==> src/rtl/alu_issue_stage_if.sv <==
// Handshake bundle between decode, the ALU issue stage and the ALU operation units.
// The slave modport is the issue stage's view; the master modport is the surrounding pipeline.
interface alu_issue_stage_if #(
    parameter int unsigned WIDTH   = 32,
    parameter int unsigned FUNCT_W = 6
);
    localparam int unsigned OP_W    = 4;
    localparam int unsigned SHAMT_W = 5;

    logic                 in_valid;
    logic                 in_ready;
    logic [WIDTH-1:0]     in_a;
    logic [WIDTH-1:0]     in_b;
    logic [FUNCT_W-1:0]   in_funct;
    logic [SHAMT_W-1:0]   in_shamt;

    logic                 out_valid;
    logic                 out_ready;
    logic [WIDTH-1:0]     out_a;
    logic [WIDTH-1:0]     out_b;
    logic [OP_W-1:0]      out_op;
    logic [SHAMT_W-1:0]   out_shamt;
    logic                 out_illegal;

    modport master (
        output in_valid, in_a, in_b, in_funct, in_shamt, out_ready,
        input  in_ready, out_valid, out_a, out_b, out_op, out_shamt, out_illegal
    );

    modport slave (
        input  in_valid, in_a, in_b, in_funct, in_shamt, out_ready,
        output in_ready, out_valid, out_a, out_b, out_op, out_shamt, out_illegal
    );
endinterface

==> src/rtl/alu_issue_stage.sv <==
// Registered ALU issue stage: decodes R-type funct and presents operands through a 2-entry skid buffer.
// Optional macro ALU_ISSUE_STATS_EN adds issue_count / stall_count output ports.
module alu_issue_stage #(
    parameter int unsigned WIDTH   = 32,
    parameter int unsigned FUNCT_W = 6
) (
    input  logic                clk,
    input  logic                reset,
    alu_issue_stage_if.slave    bus
`ifdef ALU_ISSUE_STATS_EN
    ,
    output logic [31:0]         issue_count,
    output logic [31:0]         stall_count
`endif
);
    localparam int unsigned OP_W    = 4;
    localparam int unsigned SHAMT_W = 5;
    localparam int unsigned CNT_W   = 32;

    localparam logic [OP_W-1:0] OP_ADD  = OP_W'(0);
    localparam logic [OP_W-1:0] OP_SUB  = OP_W'(1);
    localparam logic [OP_W-1:0] OP_AND  = OP_W'(2);
    localparam logic [OP_W-1:0] OP_OR   = OP_W'(3);
    localparam logic [OP_W-1:0] OP_XOR  = OP_W'(4);
    localparam logic [OP_W-1:0] OP_NOR  = OP_W'(5);
    localparam logic [OP_W-1:0] OP_SLT  = OP_W'(6);
    localparam logic [OP_W-1:0] OP_SLTU = OP_W'(7);
    localparam logic [OP_W-1:0] OP_SLL  = OP_W'(8);
    localparam logic [OP_W-1:0] OP_SRL  = OP_W'(9);
    localparam logic [OP_W-1:0] OP_SRA  = OP_W'(10);
    localparam logic [OP_W-1:0] OP_ILL  = OP_W'(15);

    typedef struct packed {
        logic [WIDTH-1:0]   a;
        logic [WIDTH-1:0]   b;
        logic [OP_W-1:0]    op;
        logic [SHAMT_W-1:0] shamt;
        logic               illegal;
    } entry_t;

    // Encoding is {skid_valid, main_valid}
    typedef enum logic [1:0] {
        EMPTY = 2'b00,
        ONE   = 2'b01,
        FULL  = 2'b11
    } state_t;

    state_t          state;
    entry_t          main_q;
    entry_t          skid_q;
    entry_t          in_entry;
    logic            in_ready_q;
    logic            main_valid;
    logic            accept;
    logic            consume;
    logic [OP_W-1:0] dec_op;
    logic            dec_illegal;

    // funct -> ALU op select; anything unrecognised is flagged illegal
    always_comb begin
        dec_op      = OP_ILL;
        dec_illegal = 1'b1;
        case (bus.in_funct)
            FUNCT_W'(6'h20), FUNCT_W'(6'h21): begin dec_op = OP_ADD;  dec_illegal = 1'b0; end
            FUNCT_W'(6'h22), FUNCT_W'(6'h23): begin dec_op = OP_SUB;  dec_illegal = 1'b0; end
            FUNCT_W'(6'h24):                  begin dec_op = OP_AND;  dec_illegal = 1'b0; end
            FUNCT_W'(6'h25):                  begin dec_op = OP_OR;   dec_illegal = 1'b0; end
            FUNCT_W'(6'h26):                  begin dec_op = OP_XOR;  dec_illegal = 1'b0; end
            FUNCT_W'(6'h27):                  begin dec_op = OP_NOR;  dec_illegal = 1'b0; end
            FUNCT_W'(6'h2A):                  begin dec_op = OP_SLT;  dec_illegal = 1'b0; end
            FUNCT_W'(6'h2B):                  begin dec_op = OP_SLTU; dec_illegal = 1'b0; end
            FUNCT_W'(6'h00):                  begin dec_op = OP_SLL;  dec_illegal = 1'b0; end
            FUNCT_W'(6'h02):                  begin dec_op = OP_SRL;  dec_illegal = 1'b0; end
            FUNCT_W'(6'h03):                  begin dec_op = OP_SRA;  dec_illegal = 1'b0; end
            default: ;
        endcase
    end

    always_comb begin
        in_entry.a       = bus.in_a;
        in_entry.b       = bus.in_b;
        in_entry.op      = dec_op;
        in_entry.shamt   = bus.in_shamt;
        in_entry.illegal = dec_illegal;
    end

    assign main_valid = state[0];
    assign accept     = bus.in_valid && in_ready_q;
    assign consume    = main_valid && bus.out_ready;

    // Skid FSM; in_ready is registered and tracks "skid will be empty next cycle"
    always_ff @(posedge clk) begin
        if (reset) begin
            state      <= EMPTY;
            main_q     <= '0;
            skid_q     <= '0;
            in_ready_q <= 1'b0;
        end else begin
            in_ready_q <= 1'b1;
            case (state)
                EMPTY: begin
                    if (accept) begin
                        main_q <= in_entry;
                        state  <= ONE;
                    end
                end
                ONE: begin
                    if (accept && consume) begin
                        main_q <= in_entry;
                    end else if (accept) begin
                        skid_q     <= in_entry;
                        state      <= FULL;
                        in_ready_q <= 1'b0;
                    end else if (consume) begin
                        state <= EMPTY;
                    end
                end
                FULL: begin
                    if (consume) begin
                        main_q <= skid_q;
                        state  <= ONE;
                    end else begin
                        in_ready_q <= 1'b0;
                    end
                end
                default: begin
                    state <= EMPTY;
                end
            endcase
        end
    end

    assign bus.in_ready    = in_ready_q;
    assign bus.out_valid   = main_valid;
    assign bus.out_a       = main_q.a;
    assign bus.out_b       = main_q.b;
    assign bus.out_op      = main_q.op;
    assign bus.out_shamt   = main_q.shamt;
    assign bus.out_illegal = main_q.illegal;

`ifdef ALU_ISSUE_STATS_EN
    // Issue and backpressure statistics, free-running and wrapping
    always_ff @(posedge clk) begin
        if (reset) begin
            issue_count <= '0;
            stall_count <= '0;
        end else begin
            if (consume) begin
                issue_count <= issue_count + CNT_W'(1);
            end
            if (main_valid && !bus.out_ready) begin
                stall_count <= stall_count + CNT_W'(1);
            end
        end
    end
`endif

endmodule

==> src/flat_wrapper.sv <==
// flat-port wrapper written by rule: the top's interface ports become plain ports
module alu_issue_stage_flat 
#(
    parameter int unsigned WIDTH   = 32,
    parameter int unsigned FUNCT_W = 6
)
  (clk, reset, bus_in_valid, bus_in_a, bus_in_b, bus_in_funct, bus_in_shamt, bus_out_ready, bus_in_ready, bus_out_valid, bus_out_a, bus_out_b, bus_out_op, bus_out_shamt, bus_out_illegal);
  alu_issue_stage_if #(.WIDTH(WIDTH), .FUNCT_W(FUNCT_W)) bus_i ();
  input  logic clk;
  input  logic reset;
  input wire logic [$bits(bus_i.in_valid)-1:0] bus_in_valid;
  input wire logic [$bits(bus_i.in_a)-1:0] bus_in_a;
  input wire logic [$bits(bus_i.in_b)-1:0] bus_in_b;
  input wire logic [$bits(bus_i.in_funct)-1:0] bus_in_funct;
  input wire logic [$bits(bus_i.in_shamt)-1:0] bus_in_shamt;
  input wire logic [$bits(bus_i.out_ready)-1:0] bus_out_ready;
  output wire logic [$bits(bus_i.in_ready)-1:0] bus_in_ready;
  output wire logic [$bits(bus_i.out_valid)-1:0] bus_out_valid;
  output wire logic [$bits(bus_i.out_a)-1:0] bus_out_a;
  output wire logic [$bits(bus_i.out_b)-1:0] bus_out_b;
  output wire logic [$bits(bus_i.out_op)-1:0] bus_out_op;
  output wire logic [$bits(bus_i.out_shamt)-1:0] bus_out_shamt;
  output wire logic [$bits(bus_i.out_illegal)-1:0] bus_out_illegal;
  assign bus_i.in_valid = bus_in_valid;
  assign bus_i.in_a = bus_in_a;
  assign bus_i.in_b = bus_in_b;
  assign bus_i.in_funct = bus_in_funct;
  assign bus_i.in_shamt = bus_in_shamt;
  assign bus_i.out_ready = bus_out_ready;
  assign bus_in_ready = bus_i.in_ready;
  assign bus_out_valid = bus_i.out_valid;
  assign bus_out_a = bus_i.out_a;
  assign bus_out_b = bus_i.out_b;
  assign bus_out_op = bus_i.out_op;
  assign bus_out_shamt = bus_i.out_shamt;
  assign bus_out_illegal = bus_i.out_illegal;
  alu_issue_stage #(.WIDTH(WIDTH), .FUNCT_W(FUNCT_W)) u_core (.clk(clk), .reset(reset), .bus(bus_i));
endmodule
==> config.mk <==
export PLATFORM = sky130hd
export DESIGN_NAME = alu_issue_stage_flat
export DESIGN_NICKNAME = d
export VERILOG_FILES = /design/src/rtl/alu_issue_stage_if.sv /design/src/rtl/alu_issue_stage.sv /design/src/flat_wrapper.sv
export SDC_FILE = /design/constraint.sdc
export NUM_CORES = 1
export LEC_CHECK = 0
export ABC_AREA = 1
export BUFFER_PORTS_ARGS = -buffer_cell sky130_fd_sc_hd__buf_2
export CAP_MARGIN = 5
export CORE_UTILIZATION = 45
export DETAILED_ROUTE_END_ITERATION = 8
export PLACE_DENSITY = 0.78
export SETUP_SLACK_MARGIN = 0.3
export SLEW_MARGIN = 25
export SYNTH_ARGS = -nofsm -noshare
export SYNTH_HDL_FRONTEND = slang
export SYNTH_SLANG_ARGS = --single-unit
==> constraint.sdc <==
create_clock -name clk -period 4 [get_ports clk]
set_input_delay 0 -clock clk [delete_from_list [all_inputs] [get_ports clk]]
set_output_delay 0 -clock clk [all_outputs]
set_load 0.005 [all_outputs]
==> impl_metrics.json <==
{
  "hpwl_mm": 9.14,
  "finalHoldViolations": 0,
  "status": "completed",
  "layout-drive-gt1-share_pct": 20.3,
  "synth_fp_nets": 905,
  "syn_area_per_cell_sq_um": 7.57,
  "drc": 0,
  "r2r_cells": 9,
  "drt_first_pass_iters": 4,
  "path_cells": "ha_1 -> inv_1 -> nor2_1 -> inv_2 -> nor2_4 -> clkinv_2 -> buf_4 -> nand2_1 -> a21oi_1",
  "cts_max_path_buffers": 2,
  "viasPerCell": 5.14,
  "synth_area_leaders": "dfxtp_1 49%, nand2_1 18%, a31oi_1 7.1%",
  "synth_cells": 821,
  "path_clk_slew_ns": 0.06,
  "worstSetupEndpointType": "flip-flop",
  "insertedDiodeCount": 0,
  "ys_seq_elements": 151,
  "grt_pass1_wl_mm": 27.0,
  "cts_setup_buffers": 0,
  "yosys-top-cells-count": "303 x nand2_1, 151 x dfxtp_1, 80 x a21oi_1",
  "start_kind": "flip-flop",
  "ant_nets": 0,
  "cap_violations": 0,
  "antenna_found_initial": 0,
  "skew_ns": 0.00596,
  "die_h_um": 120,
  "htreeDepth": 4,
  "start_util_pct": 46.6,
  "path_max_fanout": 61,
  "grt.total_usage_pct": 23.5,
  "worstSkewPairLatency_ns": 0.42,
  "reg2reg_from": "u_core.state[0]",
  "hold_class": "input port to flip-flop",
  "yosysWarnings": 0,
  "ys_seq_area_share_pct": 48.6,
  "yosys.area.top_type": "dfxtp_1",
  "worst_hold_path.endpoint": "u_core.skid_q[8]",
  "syn_area_sq_um": 6210,
  "multi_input_area_sq_um": 2730,
  "required_ns": 4.26,
  "syn_to_final_growth_pct": 31.5,
  "dieArea_sq_um": 14300,
  "root_buffer": "clkbuf_16",
  "synth.distinct_cells": 26,
  "yosysMostFrequentCell": "nand2_1",
  "p_per_area_nw_per_um2": 540,
  "wire_per_inst_um": 13.7,
  "crit_type": "flip-flop to flip-flop",
  "max-slew-margin-rel_pct": 37.3,
  "cp_slowest_stage_delay_ns": 0.66,
  "power.leakage_nw": 3.49,
  "synth_edf_count": 0,
  "reg2reg_to": "u_core.skid_q[16]",
  "tightestPinTransition_ns": 0.940,
  "rsz0062_at_grt": "no",
  "gp_congestion": 0.763,
  "layout_worst_path_cycle_share_pct": 62.1,
  "cts-buffers-inserted": 17,
  "cts_resized": 0,
  "setup_viol": 0,
  "period_needed_ns": 2.48,
  "fillerInstances": 1167,
  "clock-sinks": 151,
  "final_nets": 1091,
  "finalSetupTns_ns": 0,
  "r2r_slack_ns": 1.52,
  "drt_iter0_markers": 537,
  "grt_start_max_net_pins": 146,
  "synthFlopType": "dfxtp_1",
  "final-max-slew-violation-count": 0,
  "io_buffers": 154,
  "die_x_um": 120,
  "yosys.area.top_type_share_pct": 48.6,
  "grt_pass1_vias": 5619,
  "async_flop_share_pct": 0,
  "cts_tree": "yes",
  "ir_drop_mv": 0.326,
  "layout.area.seq_sq_um": 3020,
  "final_core_util_pct": 61.2,
  "p_total_mw": 4.41,
  "hold-path-cell-count": 4,
  "max_freq_mhz": 403,
  "hp-start": "bus_in_funct[5]",
  "cp.arrival_ns": 2.74,
  "via_count": 6149,
  "drt_wl_total_mm": 16.4,
  "coreArea_sq_um": 13300,
  "pin_count": 155,
  "rows": 42,
  "grt_overflow": 0,
  "critical-path-slowest-cell": "clkinv_2"
}
[worst max-delay path: cells and delay by family (launching register included)]
family	cells	cell delay (ns)
compound gates	1	0.06
fa+ha+maj	1	0.23
buf+inv	4	1.28
flops	1	0.43
simple gates	3	0.31
[per-stage QoR]
stage | hold WS (ns) | setup WS [ns] | instance area [sq um] | instances
after floorplan | 0.147 | 2.43 | 6210 | 821
after global placement | 0.270 | 1.70 | 6870 | 1095
after detailed placement | 0.272 | 1.61 | 6870 | 1095
after CTS | 0.0394 | 1.56 | 8170 | 1196
after global routing | 0.0557 | 1.31 | 8170 | 1196
final | 0.0430 | 1.52 | 8170 | 1196
[repair_timing]
action,in CTS,in global routing
endpoints found under the hold margin,138,0
hold buffers,69,0
setup endpoints to repair,0,0
[power breakdown]
group,internal (mW),switching (mW)
Sequential,1.75,0.126
Clock,1.01,0.621
Combinational,0.384,0.518
[worst max-delay path by stage]
stage,startpoint,to,slack [ns],cells past startpoint
after floorplan,u_core.state[0],u_core.bus.out_a[16],2.43,10
after global placement,u_core.state[1],u_core.skid_q[11],1.70,10
after detailed placement,u_core.state[1],u_core.skid_q[16],1.61,10
after CTS,u_core.state[0],u_core.bus.out_b[2],1.56,8
after global routing,u_core.state[1],u_core.skid_q[2],1.31,10
final,u_core.state[0],u_core.skid_q[16],1.52,9
[layout by cell type (no fill, tap or decap), types with 3 or more instances in the layout]
cell,Yosys,layout
ha_1,5,4
clkinv_2,0,5
nand3_1,15,15
nand2_1,303,303
dfxtp_1,151,151
nor2_1,19,19
buf_4,0,6
inv_2,2,3
clkbuf_16,0,17
a21oi_1,80,80
o21ai_1,44,44
nor2_4,4,4
inv_1,17,15
bufinv_16,0,3
nand2_2,4,4
clkinvlp_4,0,3
o21ai_0,35,35
a31oi_1,71,71
buf_2,15,154
dlygate4sd3_1,0,69
[flip-flops by register name (all words and copies together) (netlist names)]
register / cells
u_core.bus.out_a: 32
u_core.state: 2
u_core.bus.in_ready: 1
u_core.skid_q: 74
u_core.bus.out_op: 4
u_core.bus.out_b: 32
u_core.bus.out_shamt: 5
u_core.bus.out_illegal: 1
[cell type report]
cell class                 instances  area share, %
sequential                       151           37.0
multi-input combinational        588           33.5
timing repair buffer             229           18.4
clock buffer                      20           5.59
tap                              176           2.69
clock inverter                    12           1.84
inverter                          20          0.995
[layer usage]
layer  vias to the layer above  share of wire, %  GRT usage, %  wire length (um)
met2                       222                46          36.2              7620
met4                         0               2.7          11.3               445
met3                        33               5.8          4.94               946
met1                      2777                45          31.4              7380
met5                         -                 0             0                 0
li1                       3117                 -             -                 -
[cells by family after synthesis]
| family | Yosys count | synth area share (%) |
|---|---|---|
| xor+xnor | 1 | 0.141 |
| fa+ha+maj | 5 | 1.01 |
| buf+inv | 82 | 7.41 |
| compound gates | 235 | 20.8 |
| simple gates | 347 | 22.0 |
| flops | 151 | 48.6 |
(Power assumes the default switching activity.)
